`src/rtl/mem_stage.sv`:
```
// mem_stage: MEM pipeline stage of the 5-stage LoongArch core.
// Latches the EXE->MEM payload, selects and extends load data from the
// data-SRAM response, holds that response across WB back-pressure, and
// publishes a forwarding bus to ID.
module mem_stage #(
    parameter int IN_BUS_W  = 103,
    parameter int OUT_BUS_W = 102
) (
    input  logic                 clk,
    input  logic                 resetn,
    input  logic                 EXE_to_MEM_valid,
    input  logic [IN_BUS_W-1:0]  EXE_to_MEM_bus,
    output logic                 MEM_allow_in,
    input  logic [31:0]          data_sram_rdata,
    output logic                 MEM_to_WB_valid,
    input  logic                 WB_allow_in,
    output logic [OUT_BUS_W-1:0] MEM_to_WB_bus,
    output logic [37:0]          MEM_wr_bus
);

    // Load opcodes, taken from inst[31:22].
    localparam logic [9:0] OP_LD_B  = 10'h0a0;
    localparam logic [9:0] OP_LD_H  = 10'h0a1;
    localparam logic [9:0] OP_LD_W  = 10'h0a2;
    localparam logic [9:0] OP_LD_BU = 10'h0a8;
    localparam logic [9:0] OP_LD_HU = 10'h0a9;

    typedef enum logic [2:0] {
        LK_W,
        LK_B,
        LK_H,
        LK_BU,
        LK_HU
    } load_kind_e;

    // Pipeline state.
    logic                r_mem_valid;
    logic [IN_BUS_W-1:0] r_bus;
    logic [31:0]         r_rdata_buf;
    logic                r_buf_vld;

    // Fields of the latched EXE payload.
    logic [31:0] w_alu_result;
    logic        w_res_from_mem;
    logic        w_gr_we;
    logic [4:0]  w_dest;
    logic [31:0] w_pc;
    logic [31:0] w_inst;

    logic        w_ready_go;
    logic [31:0] w_eff_rdata;
    load_kind_e  w_load_kind;
    logic [7:0]  w_byte;
    logic [15:0] w_half;
    logic [31:0] w_load_value;
    logic [31:0] w_final_result;

    assign w_alu_result   = r_bus[102:71];
    assign w_res_from_mem = r_bus[70];
    assign w_gr_we        = r_bus[69];
    assign w_dest         = r_bus[68:64];
    assign w_pc           = r_bus[63:32];
    assign w_inst         = r_bus[31:0];

    // MEM never needs more than one cycle.
    assign w_ready_go      = 1'b1;
    assign MEM_allow_in    = ~r_mem_valid | (w_ready_go & WB_allow_in);
    assign MEM_to_WB_valid = r_mem_valid & w_ready_go;

    // Valid bit advances whenever MEM can accept; a bubble in clears it.
    // NOTE: sequential state uses non-blocking (<=) so every flop samples
    // pre-edge values regardless of block ordering.
    always_ff @(posedge clk or negedge resetn) begin
        if (!resetn) begin
            r_mem_valid <= 1'b0;
        end else if (MEM_allow_in) begin
            r_mem_valid <= EXE_to_MEM_valid;
        end
    end

    // Payload latch only loads on a real transfer, so bubbles keep old contents.
    always_ff @(posedge clk or negedge resetn) begin
        if (!resetn) begin
            r_bus <= '0;
        end else if (EXE_to_MEM_valid && MEM_allow_in) begin
            r_bus <= EXE_to_MEM_bus;
        end
    end

    // Hold the SRAM response while WB stalls; release it when the load leaves.
    // NOTE: the buffer is reset like any other flop so a reset mid-stall can
    // never let stale data leak into the next instruction.
    always_ff @(posedge clk or negedge resetn) begin
        if (!resetn) begin
            r_rdata_buf <= 32'h0;
            r_buf_vld   <= 1'b0;
        end else if (r_mem_valid && WB_allow_in) begin
            r_buf_vld <= 1'b0;
        end else if (r_mem_valid && !r_buf_vld && !WB_allow_in) begin
            r_rdata_buf <= data_sram_rdata;
            r_buf_vld   <= 1'b1;
        end
    end

    assign w_eff_rdata = r_buf_vld ? r_rdata_buf : data_sram_rdata;

    // Classify the load; unknown opcodes with res_from_mem behave as ld.w.
    // NOTE: every always_comb output gets a default first so no path can
    // infer a latch.
    always_comb begin
        w_load_kind = LK_W;
        case (w_inst[31:22])
            OP_LD_B:  w_load_kind = LK_B;
            OP_LD_H:  w_load_kind = LK_H;
            OP_LD_W:  w_load_kind = LK_W;
            OP_LD_BU: w_load_kind = LK_BU;
            OP_LD_HU: w_load_kind = LK_HU;
            default:  w_load_kind = LK_W;
        endcase
    end

    // Pick the addressed byte and halfword; halfword ignores address bit 0.
    always_comb begin
        w_byte = w_eff_rdata[7:0];
        case (w_alu_result[1:0])
            2'd0: w_byte = w_eff_rdata[7:0];
            2'd1: w_byte = w_eff_rdata[15:8];
            2'd2: w_byte = w_eff_rdata[23:16];
            2'd3: w_byte = w_eff_rdata[31:24];
            default: w_byte = w_eff_rdata[7:0];
        endcase
        w_half = w_alu_result[1] ? w_eff_rdata[31:16] : w_eff_rdata[15:0];
    end

    // Extend the selected data to 32 bits according to the load kind.
    always_comb begin
        w_load_value = w_eff_rdata;
        case (w_load_kind)
            LK_B:    w_load_value = {{24{w_byte[7]}}, w_byte};
            LK_BU:   w_load_value = {24'h0, w_byte};
            LK_H:    w_load_value = {{16{w_half[15]}}, w_half};
            LK_HU:   w_load_value = {16'h0, w_half};
            default: w_load_value = w_eff_rdata;
        endcase
    end

    assign w_final_result = w_res_from_mem ? w_load_value : w_alu_result;

    assign MEM_to_WB_bus = {w_final_result, w_gr_we, w_dest, w_pc, w_inst};

    // Write-enable is qualified by valid so a stale latched gr_we never forwards.
    assign MEM_wr_bus = {w_gr_we & r_mem_valid, w_dest, w_final_result};

endmodule

```
`config.mk`:
```
export PLATFORM = sky130hd
export DESIGN_NAME = mem_stage
export DESIGN_NICKNAME = d
export VERILOG_FILES = /design/src/rtl/mem_stage.sv
export SDC_FILE = /design/constraint.sdc
export NUM_CORES = 1
export LEC_CHECK = 0
export BUFFER_PORTS_ARGS = -buffer_cell sky130_fd_sc_hd__buf_2
export CORE_ASPECT_RATIO = 0.5
export CORE_MARGIN = 2
export CORE_UTILIZATION = 54
export CTS_BUF_LIST = sky130_fd_sc_hd__clkbuf_16
export DETAILED_ROUTE_END_ITERATION = 16
export PLACE_DENSITY = 0.87
export SLEW_MARGIN = 10
export SYNTH_ARGS = -nofsm -noshare
export SYNTH_HDL_FRONTEND = slang
export SYNTH_SLANG_ARGS = --single-unit
export TNS_END_PERCENT = 50
```
`constraint.sdc`:
```
create_clock -name clk -period 4.6 [get_ports clk]
set_input_delay 0.46 -clock clk [delete_from_list [all_inputs] [get_ports clk]]
set_output_delay 0.46 -clock clk [all_outputs]
set_load 0.1 [all_outputs]
```
==> metrics.md, run 1 <==
| Metric | Value |
|---|---|
| Status | completed |
| F_max | 263 MHz |
| GRT Util Overall | 23.7% |
| Share of cells above drive strength 1 | 63.1% |
| Initial core utilization | 55.2% |
| DRT antenna net count | 0 |
| RSZ-0062 raised after global routing | no |
| Num CTS Buffers | 17 |
| CP Data Arrival Time | 3.35 ns |
| Port bufs | 280 |
| Peak VDD IR | 366 uV |
| Synth cell types | 35 |
| PwrDens | around 630 nW/um2 |
| Mapped Area | 7460 um2 |
| WL/cell | 18.2 um |
| DIE AREA | approximately 15000 um2 |
| Crit Path Max Fanout | 17 |
| CP Launch Type | register |
| Post-synthesis async set-or-reset flop share | 100% |
| Maxcap violations | 0 |
| Post-synth EDFFs | 0 |
| CP required | 4.14 ns |
| P_leak | 4.16 nW |
| Setup TNS | 0 ns |
| Seq/Total Area, Yosys | 46.0% |
| Final Hold Viols | 0 |
| Worst Tran Pin Value | 0.986 ns |
| Drt drc | 0 |
| Relative slew slack | 34.3% |
| Most common library cell in the layout ignoring fill and taps | buf_2 |
| Area growth from synthesis to layout | 17.0% |
| Worst Skew | 0.00762 ns |
| Maximum number of pins on one net before global-route repair | ~110 |
| Final GP Congestion | 0.893 |
| Syn_nets | 756 |
| Ys flop type | dfrtp_1 |
| Setup CP Type | reg -> out |
| H-tree levels | 4 |
| Most frequent cells in the layout | buf_2, mux2_2, dfrtp_1 |
| Nets | 919 |
| Io pins | 281 |
| DR vias/cell | roughly 5.4 |
| Final WS setup | 0.792 ns |
| Worst-Skew Late Latency | between 0.4 and 0.5 ns |
| Setup violators final | 0 |
| Via count | 5276 |
| Initial antenna violation count | 0 |
| Final Critical Period | 3.81 ns |
| FILL cells | 1043 |
| Setup Fix Bufs, Post-CTS | 0 |
| First-pass GRT wire length | 27.1 mm |
| Router iterations before antenna repair | 6 |
| Post-Syn Instances | 617 |
| Die width | roughly 170 um |
| N_diodes | 0 |
| Max-slew violations | 0 |
| First DRT Iteration DRCs | about 330 |
| Clock Pin Slew Worst Setup and Hold Paths | 0.07 ns |
| Clk root buf | clkbuf_16 |
| Gates resized, CTS repair | 0 |
| Tcrit/Tclk final | about 83% |
| Clock sinks | 137 |
| Critical Path Sink Type | output port |
| HP Class | in -> async |
| Die height | 87.1 um |
| Flops & latches, synth | 137 |
| Clock tree from TritonCTS | yes |
| # rows | 30 |
| Ys Warns | 0 |
| Setup WS pre-CTS | 1.25 ns |
| Grt ovf | 0 |
| Post-DP HPWL | approximately 13 mm |
| Post-CTS Hold Buffers | 0 |
| Total Routed Length | 17.6 mm |
| Final Util | about 65% |
| Clock Tree Buf Depth | 2 |
| Core area | ~14000 um2 |
| Vias in the first global route | 5401 |
| Syn_area_per_cell | 12.1 um2 |
## worst paths after layout
check / endpoint / cells past startpoint / slack (ns) / start
worst max-delay path: MEM_wr_bus[18] / 5 / 0.79 / r_bus[31]$_DFFE_PN0P_
worst min-delay path: r_bus[53]$_DFFE_PN0P_ / 1 / 0.18 / resetn
worst max register to register: r_bus[58]$_DFFE_PN0P_ / 4 / 2.21 / MEM_to_WB_valid$_DFFE_PN0N_
worst min register to register: r_bus[38]$_DFFE_PN0P_ / 1 / 0.50 / r_bus[38]$_DFFE_PN0P_
max in group asynchronous: r_rdata_buf[27]$_DFFE_PN0P_ / 2 / 3.44 / resetn
min in group clk: r_bus[54]$_DFFE_PN0P_ / 2 / 0.27 / EXE_to_MEM_bus[54]
## through the flow
step                      power [mW]  hold WS (ns)  std cells  area (um2)
final                           5.52         0.175        969        8730
after global routing            5.71         0.260        969        8730
after CTS                       5.54         0.224        969        8730
after detailed placement        4.22         0.488        937        8160
after global placement          4.17         0.483        937        8160
after floorplan                 4.03         0.164        617        7460
## synth_stat cells (4+ instances only)
master	n	area (um2)
o22ai_1	15	93.8
nor2_1	18	67.6
mux2_2	158	1780
inv_1	10	37.5
a31oi_1	18	113
o21ai_0	9	45.0
a21oi_1	7	35.0
mux4_2	16	360
mux2i_1	11	110
and3_1	7	43.8
buf_4	109	818
buf_2	15	75.1
dfrtp_1	137	3430
nand2_1	46	173
nand2b_1	4	25.0
clkbuf_1	12	45.0
## cell type report
cell class                 instances  area (um2)  area share, %
tap                              176         220           2.52
timing repair buffer             285        1450           16.6
clock inverter                    15         144           1.65
multi-input combinational        329        3020           34.7
sequential                       137        3430           39.3
clock buffer                      17         425           4.88
inverter                          10        37.5          0.430
## registers in the layout (all words and copies together), names as in the netlist
| register | cells |
|---|---|
| r_bus | 103 |
| MEM_to_WB_valid | 1 |
| r_buf_vld | 1 |
| r_rdata_buf | 32 |
## report_power, final
group | total (mW) | leakage, nW | internal, mW | switching (mW)
sequential | 1.57 | 1.60 | 1.41 | 0.165
combinational | 2.63 | 2.28 | 0.518 | 2.12
clock | 1.31 | 0.274 | 0.754 | 0.557
## layer usage
layer / routed length, um / part of all wire (%) / global-route usage (%) / vias to the layer above
met1: 7360 / 42 / 28.9 / 2644
li1: - / - / - / 2397
met3: 962 / 5.5 / 5.63 / 34
met5: 0 / 0 / 0 / -
met2: 8930 / 51 / 41.7 / 201
met4: 356 / 2.0 / 8.47 / 0
## critical path, cell delays in order (launching register included)
cell and delay [ns]:
dfrtp_1 0.41, nor4b_1 0.48, nand2_1 0.52, o31a_1 0.67, a31oi_1 0.35, buf_2 0.50
## kinds of logic (layout without fill, tap and decap cells)
logic type / Yosys count / count (layout) / share of synthesized area (%)
muxes: 185 / 185 / 30.2
buffers and inverters: 151 / 327 / 13.6
DFF: 137 / 137 / 46.0
and+or+nand+nor: 90 / 90 / 5.72
AOI/OAI and AO/OA: 54 / 54 / 4.53
No activity file was read; power rests on OpenSTA's default activity.
==> inputs of run 2 (changes only) <==
--- a/config.mk
+++ b/config.mk
@@ -5,13 +5,14 @@
 export SDC_FILE = /design/constraint.sdc
 export NUM_CORES = 1
 export LEC_CHECK = 0
+export ABC_AREA = 1
 export BUFFER_PORTS_ARGS = -buffer_cell sky130_fd_sc_hd__buf_2
 export CORE_ASPECT_RATIO = 0.5
 export CORE_MARGIN = 2
-export CORE_UTILIZATION = 54
+export CORE_UTILIZATION = 46
 export CTS_BUF_LIST = sky130_fd_sc_hd__clkbuf_16
 export DETAILED_ROUTE_END_ITERATION = 16
-export PLACE_DENSITY = 0.87
+export PLACE_DENSITY = 0.78
 export SLEW_MARGIN = 10
 export SYNTH_ARGS = -nofsm -noshare
 export SYNTH_HDL_FRONTEND = slang
==> constraint.sdc (replaced) <==
create_clock -name clk -period 3.5 [get_ports clk]
set_input_delay 0.35 -clock clk [delete_from_list [all_inputs] [get_ports clk]]
set_output_delay 0.35 -clock clk [all_outputs]
set_load 0.1 [all_outputs]
==> metrics.md, run 2 <==
| Metric | Value |
|---|---|
| CP Data Arrival Time | 2.72 ns (was 3.35 ns) |
| Nets | 1165 (was 919) |
| Final GP Congestion | 0.891 (was 0.893) |
| N_diodes | 0 (unchanged) |
| Most common library cell in the layout ignoring fill and taps | buf_2 (unchanged) |
| Peak VDD IR | 453 uV (was 366 uV) |
| Synth cell count leaders | nand2_1, dfrtp_1, mux2_2, buf_4, nand3_1 (was mux2_2, dfrtp_1, buf_4, nand2_1) |
| Router iterations before antenna repair | 5 (was 6) |
| Clock sinks | 137 (unchanged) |
| Setup CP Type | reg -> out (unchanged) |
| Biggest registers after layout | r_bus (103), r_rdata_buf (32) (unchanged) |
| R2R Path Start | r_buf_vld$_DFFE_PN0P_ (was MEM_to_WB_valid$_DFFE_PN0N_) |
| Synth cell types | 25 (was 35) |
| First DRT Iteration DRCs | 413 (was 333) |
| Seq/Total Area, Yosys | 43.4% (was 46.0%) |
| Initial core utilization | 47.6% (was 55.2%) |
| DR vias/cell | 5.01 (was 5.44) |
| Post-synthesis async set-or-reset flop share | 100% (unchanged) |
| Final Critical Period | just over 3 ns |
| P_leak | 4.88 nW (was 4.16 nW) |
| Num CTS Buffers | 17 (unchanged) |
| Via count | 6338 (was 5276) |
| PwrDens | 839 nW/um2 (was 632 nW/um2) |
| GRT Util Overall | 24.1% (was 23.7%) |
| Reg2Reg Depth | 4 (unchanged) |
| CP Launch Type | register (unchanged) |
| # rows | 33 (was 30) |
| Clock Pin Slew Worst Setup and Hold Paths | 0.06 ns (was 0.07 ns) |
| F_max | roughly 330 MHz |
| Tcrit/Tclk final | 87.8% |
| Largest Register | r_bus (unchanged) |
| Post-Syn Instances | 868 (was 617) |
| Clk root buf | clkbuf_16 (unchanged) |
| Relative slew slack | 46.5% (was 34.3%) |
| Share of cells above drive strength 1 | 45.4% (was 63.1%) |
| Port bufs | 280 (unchanged) |
| Synth top area share | 43.4% (was 46.0%) |
| Most common cell in the synthesized netlist | nand2_1 (was mux2_2) |
| Syn_nets | 1007 (was 756) |
| Syn_area_per_cell | 9.09 um2 (was 12.1 um2) |
| First-pass GRT wire length | 34.9 mm (was 27.1 mm) |
| Critical Path Sink Type | output port (unchanged) |
| Total Routed Length | 20.8 mm (was 17.6 mm) |
| Most frequent cells in the layout | buf_2, nand2_1, dfrtp_1 (was buf_2, mux2_2, dfrtp_1) |
| Clock Tree Buf Depth | 2 (unchanged) |
| Post-DP HPWL | 15.5 mm (was 12.7 mm) |
| Reg-to-reg slack, setup | 1.39 ns (was 2.21 ns) |
| Mapped Area | 7890 um2 (was 7460 um2) |
| Max reg flops | 103 (unchanged) |
| WL/cell | 16.4 um (was 18.2 um) |
| Worst Skew | 0.00999 ns (was 0.00762 ns) |
| Initial antenna violation count | 0 (unchanged) |
| Setup TNS | 0 ns (unchanged) |
| HP Class | in -> async (unchanged) |
| Crit Path Max Fanout | 29 (was 17) |
| Drt drc | 0 (unchanged) |
| CP required | 3.15 ns (was 4.14 ns) |
| Die height | 96.6 um (was 87.1 um) |
| DRT antenna net count | 0 (unchanged) |
| Max-slew violations | 0 (unchanged) |
| DIE AREA | 18300 um2 (was 14800 um2) |
| Status | finished, violations left (was completed) |
| H-tree levels | 4 (unchanged) |
| Top post-synthesis cells by area | dfrtp_1, mux2_2, nand2_1 (was dfrtp_1, mux2_2, buf_4) |
| Final Util | 55.5% (was 64.6%) |
| Die width | 189 um (was 170 um) |
| Core area | 16600 um2 (was 13500 um2) |
| Worst hold margin | -0.00341 ns (was 0.175 ns) |
| Reg2Reg Capture Point | r_rdata_buf[26]$_DFFE_PN0P_ (was r_bus[58]$_DFFE_PN0P_) |
| Setup Fix Bufs, Post-CTS | 0 (unchanged) |
| Failing checks | hold timing |
| Maxcap violations | 0 (unchanged) |
| Post-synth EDFFs | 0 (unchanged) |
| Ys Warns | 0 (unchanged) |
| Area growth from synthesis to layout | 16.7% (was 17.0%) |
| Final Hold Viols | 1 (was 0) |
| Setup violators final | 0 (unchanged) |
| Maximum number of pins on one net before global-route repair | 84 (was 109) |
| Post-synth top area cell | dfrtp_1 (unchanged) |
| Worst Tran Pin Value | 0.803 ns (was 0.986 ns) |
| Clock tree from TritonCTS | yes (unchanged) |
| RSZ-0062 raised after global routing | no (unchanged) |
| Io pins | 281 (unchanged) |
| Flops & latches, synth | 137 (unchanged) |
| Worst-Skew Late Latency | 0.42 ns (was 0.41 ns) |
| Ys flop type | dfrtp_1 (unchanged) |
| Grt ovf | 0 (unchanged) |
| Vias in the first global route | 6765 (was 5401) |
run 2: cell count changes after synthesis, sizes merged, moves of 4 or more:
cell,before,now
a21oi,7,11
a31oi,18,0
and3,7,0
buf,129,142
inv,10,42
mux2,158,118
mux2i,11,0
mux4,16,0
nand2,46,238
nand2b,4,0
nand3,2,81
nor2,19,48
o21ai,9,34
o22ai,15,0
run 2: report_power, final:
part,total (mW),internal [mW],switching [mW]
Combinational,3.85,0.697,3.15
Sequential,2.04,1.88,0.160
Clock,1.84,1.12,0.718
run 2: kinds of logic (layout without fill, tap and decap cells):
group / Yosys count / after routing / share of synthesized area [%]
AOI/OAI and AO/OA: 45 / 45 / 2.90
buffers and inverters: 194 / 365 / 15.7
DFF: 137 / 137 / 43.4
muxes: 118 / 118 / 16.8
and+or+nand+nor: 374 / 374 / 21.1
run 2: repair_timing:
| item | CTS | global route |
|---|---|---|
| endpoints found under the setup margin | 0 | 2 |
| gates resized for setup | 0 | 1 |
| hold buffers | 0 | 0 |
run 2: how the worst max path moves through the flow:
stage                          startpoint                end  depth (start not counted)
floorplan           r_bus[28]$_DFFE_PN0P_     MEM_wr_bus[15]                         10
global placement    r_bus[72]$_DFFE_PN0P_  MEM_to_WB_bus[85]                          9
CTS                 r_bus[72]$_DFFE_PN0P_  MEM_to_WB_bus[78]                          9
global route        r_buf_vld$_DFFE_PN0P_  MEM_to_WB_bus[78]                         10
finish              r_buf_vld$_DFFE_PN0P_  MEM_to_WB_bus[78]                         10
detailed placement  r_bus[72]$_DFFE_PN0P_     MEM_wr_bus[15]                          9
run 2: layer usage:
metal / global-route usage (%) / part of all wire, % / vias up
li1: - / - / 3018
met1: 29.9 / 42 / 3097
met2: 42.0 / 50 / 188
met3: 5.22 / 5.5 / 35
met4: 7.93 / 2.2 / 0
met5: 0 / 0 / -
run 2: area by class of cell:
type | instances | area (um2)
multi-input cells | 537 | 3230
repair buffers | 290 | 1510
fillers | 1515 | 7390
inverters | 43 | 161
clock inverters | 15 | 175
flip-flops and latches | 137 | 3430
clock buffers | 17 | 425
well taps | 227 | 284
run 2: stage by stage:
step / worst slack [ns] / power [mW] / instance area (um2) / instances
2_1_floorplan: 0.285 / 5.59 / 7890 / 868
3_3_place_gp: 0.780 / 5.86 / 8610 / 1234
3_5_place_dp: 0.715 / 5.91 / 8610 / 1234
4_1_cts: 0.227 / 7.78 / 9210 / 1266
5_1_grt: 0.246 / 8.05 / 9210 / 1266
6_report: 0.426 / 7.73 / 9210 / 1266
run 2: worst max-delay path: stages (launching register included):
cell     delay, ns
dfrtp_1       0.36
buf_4         0.33
nand2_1       0.10
nand2_1       0.19
nand2_1       0.09
nand3_2       0.11
nand3_4       0.28
nand3_1       0.22
nand2_1       0.07
nand2_1       0.10
buf_2         0.43
==> inputs of run 3 (changes only) <==
--- a/config.mk
+++ b/config.mk
@@ -7,13 +7,13 @@
 export LEC_CHECK = 0
 export ABC_AREA = 1
 export BUFFER_PORTS_ARGS = -buffer_cell sky130_fd_sc_hd__buf_2
-export CORE_ASPECT_RATIO = 0.5
+export CORE_ASPECT_RATIO = 1.2
 export CORE_MARGIN = 2
 export CORE_UTILIZATION = 46
 export CTS_BUF_LIST = sky130_fd_sc_hd__clkbuf_16
 export DETAILED_ROUTE_END_ITERATION = 16
 export PLACE_DENSITY = 0.78
-export SLEW_MARGIN = 10
+export SLEW_MARGIN = 20
 export SYNTH_ARGS = -nofsm -noshare
 export SYNTH_HDL_FRONTEND = slang
 export SYNTH_SLANG_ARGS = --single-unit
==> constraint.sdc (replaced) <==
create_clock -name clk -period 3.5 [get_ports clk]
set_input_delay 0.175 -clock clk [delete_from_list [all_inputs] [get_ports clk]]
set_output_delay 0.175 -clock clk [all_outputs]
set_load 0.1 [all_outputs]
==> metrics.md, run 3 (same netlist as run 2, synthesis figures left out) <==
| Metric | Value |
|---|---|
| # rows | 52 (was 33) |
| Clock tree from TritonCTS | yes (unchanged) |
| First-pass GRT wire length | 36.1 mm (was 34.9 mm) |
| Max incr delay on CP | 0.74 ns (was 0.43 ns) |
| Setup TNS | 0 ns (unchanged) |
| CP Data Arrival Time | 2.83 ns (was 2.72 ns) |
| Status | completed (was finished, violations left) |
| Die height | 147 um (was 96.6 um) |
| Grt ovf | 0 (unchanged) |
| DIE AREA | 18200 um2 (was 18300 um2) |
| R2R Path Start | MEM_to_WB_valid$_DFFE_PN0N_ (was r_buf_vld$_DFFE_PN0P_) |
| Initial core utilization | 46.8% (was 47.6%) |
| Num CTS Buffers | 17 (unchanged) |
| Gates resized, CTS repair | 0 (unchanged) |
| WL/cell | 17.3 um (was 16.4 um) |
| FILL cells | 1383 (was 1515) |
| Max-slew violations | 0 (unchanged) |
| Max reg flops | 103 (unchanged) |
| Most frequent cells in the layout | buf_2, nand2_1, dfrtp_1 (unchanged) |
| Hold_sp | EXE_to_MEM_bus[78] |
| Critical Path Sink Type | output port (unchanged) |
| Final WS setup | 0.492 ns (was 0.426 ns) |
| Tcrit/Tclk final | 85.9% (was 87.8%) |
| Setup WS pre-CTS | 0.999 ns (was 0.715 ns) |
| Worst Skew | 0.00683 ns (was 0.00999 ns) |
| Worst-Skew Late Latency | 0.42 ns (about the same) |
| Reg-to-reg slack, setup | 1.47 ns (was 1.39 ns) |
| Setup CP Type | reg -> out (unchanged) |
| Port bufs | 280 (unchanged) |
| Maximum number of pins on one net before global-route repair | 109 (was 84) |
| Post-DP HPWL | 15.3 mm (was 15.5 mm) |
| Reg2Reg Capture Point | r_bus[3]$_DFFE_PN0P_ (was r_rdata_buf[26]$_DFFE_PN0P_) |
| Worst Tran Pin Value | 0.880 ns (was 0.803 ns) |
| Core area | 16900 um2 (was 16600 um2) |
| Clock sinks | 137 (unchanged) |
| Final Hold Viols | 0 (was 1) |
| GRT Util Overall | 26.0% (was 24.1%) |
| Post-CTS Hold Buffers | 108 (was 0) |
| First DRT Iteration DRCs | 443 (was 413) |
| Via count | 6889 (was 6338) |
| F_max | 332 MHz (was 325 MHz) |
| HP Class | in -> reg (was in -> async) |
| Io pins | 281 (unchanged) |
| Relative slew slack | 41.3% (was 46.5%) |
| Total Routed Length | 23.7 mm (was 20.8 mm) |
| Die width | 124 um (was 189 um) |
| CP required | 3.32 ns (was 3.15 ns) |
| Setup violators final | 0 (unchanged) |
| DRT antenna net count | 0 (unchanged) |
| Vias in the first global route | 7095 (was 6765) |
| DR vias/cell | 5.03 (was 5.01) |
| CP endpoint | MEM_to_WB_bus[85] (was MEM_to_WB_bus[78]) |
| Most common library cell in the layout ignoring fill and taps | buf_2 (unchanged) |
| Clock Pin Slew Worst Setup and Hold Paths | 0.06 ns (about the same) |
| Router iterations before antenna repair | 5 (unchanged) |
| Clk root buf | clkbuf_16 (unchanged) |
| Worst Setup SP | r_bus[71]$_DFFE_PN0P_ (was r_buf_vld$_DFFE_PN0P_) |
| Pwr Total | 7.81 mW (was 7.73 mW) |
| Share of cells above drive strength 1 | 41.0% (was 45.4%) |
| PwrDens | 758 nW/um2 (was 839 nW/um2) |
| Area growth from synthesis to layout | 30.6% (was 16.7%) |
| Crit Path Max Fanout | 24 (was 29) |
| Initial antenna violation count | 2 (was 0) |
| Final Critical Period | 3.01 ns (was 3.07 ns) |
| Worst hold margin | 0.0127 ns (was -0.00341 ns) |
| Maxcap violations | 0 (unchanged) |
| Biggest registers after layout | r_bus (103), r_rdata_buf (32) (unchanged) |
| Clock Tree Buf Depth | 2 (unchanged) |
| CP max-delay cell | dfrtp_1 (was buf_2) |
| Reg2Reg Depth | 4 (unchanged) |
| Peak VDD IR | 426 uV (was 453 uV) |
| Largest Register | r_bus (unchanged) |
| P_leak | 5.34 nW (was 4.88 nW) |
| RSZ-0062 raised after global routing | no (unchanged) |
| Cell mode on critical path | nor2_1 (was nand2_1) |
| Cell chain of the critical path | inv_1 > nor2_1 > nand2_1 > nand3_2 > nand3_4 > nand2_1 > nor2_1 > nor2_1 > buf_2 (was buf_4 > nand2_1 > nand2_1 > nand2_1 > nand3_2 > nand3_4 > nand3_1 > nand2_1 > nand2_1 > buf_2) |
| Setup Fix Bufs, Post-CTS | 0 (unchanged) |
| Nets | 1278 (was 1165) |
| Final GP Congestion | 0.910 (was 0.891) |
| H-tree levels | 4 (unchanged) |
| CP Launch Type | register (unchanged) |
| Drt drc | 0 (unchanged) |
run 3: changes by cell type in the layout (fill, tap and decap cells not counted), sizes merged:
| cell | previous run | this run |
|---|---|---|
| buf | 290 | 289 |
| bufinv | 3 | 1 |
| clkbuf | 17 | 18 |
| clkinv | 8 | 4 |
| diode | 0 | 2 |
| dlygate4sd3 | 0 | 113 |
| inv | 44 | 50 |
run 3: cell type report:
type                       count  area [um2]  area share (%)
multi-input combinational    537        3230            31.3
clock buffer                  17         425            4.13
inverter                      43         161            1.57
clock inverter                15         158            1.53
sequential                   137        3430            33.3
antenna                        2        5.00          0.0486
timing repair buffer         403        2630            25.5
tap                          216         270            2.62
run 3: worst min path at each step:
stage	end	slack, ns	cells past startpoint
global placement	r_bus[35]$_DFFE_PN0P_	0.38	1
floorplan	MEM_to_WB_valid$_DFFE_PN0N_	-0.12	0
global route	r_bus[34]$_DFFE_PN0P_	0.0007	2
detailed placement	r_bus[19]$_DFFE_PN0P_	0.39	1
CTS	r_rdata_buf[29]$_DFFE_PN0P_	0.0002	2
finish	r_bus[78]$_DFFE_PN0P_	0.01	2
run 3: metrics by stage:
step	cell area, um2	utilization (%)	instances
global route	10300	61.1	1369
global placement	8580	50.9	1223
CTS	10200	60.8	1363
finish	10300	61.2	1370
floorplan	7890	-	868
detailed placement	8580	50.9	1223
run 3: worst max-delay path: cells and delay by family, from the launching register on:
family | cells | cell delay (ns)
DFF | 1 | 0.74
and+or+nand+nor | 7 | 0.98
buffers and inverters | 2 | 0.68
run 3: power breakdown:
part           internal [mW]  total [mW]  switching, mW  leakage [nW]
combinational          0.778        3.97           3.19          3.46
clock                   1.01        1.79          0.780         0.280
sequential              1.88        2.05          0.175          1.60
run 3: routing by layer:
metal	share of wire [%]	GRT usage, %	vias up
met2	53	46.7	317
met1	37	29.2	3262
li1	-	-	3258
met4	3.2	9.94	0
met5	0	0	-
met3	6.5	6.60	52
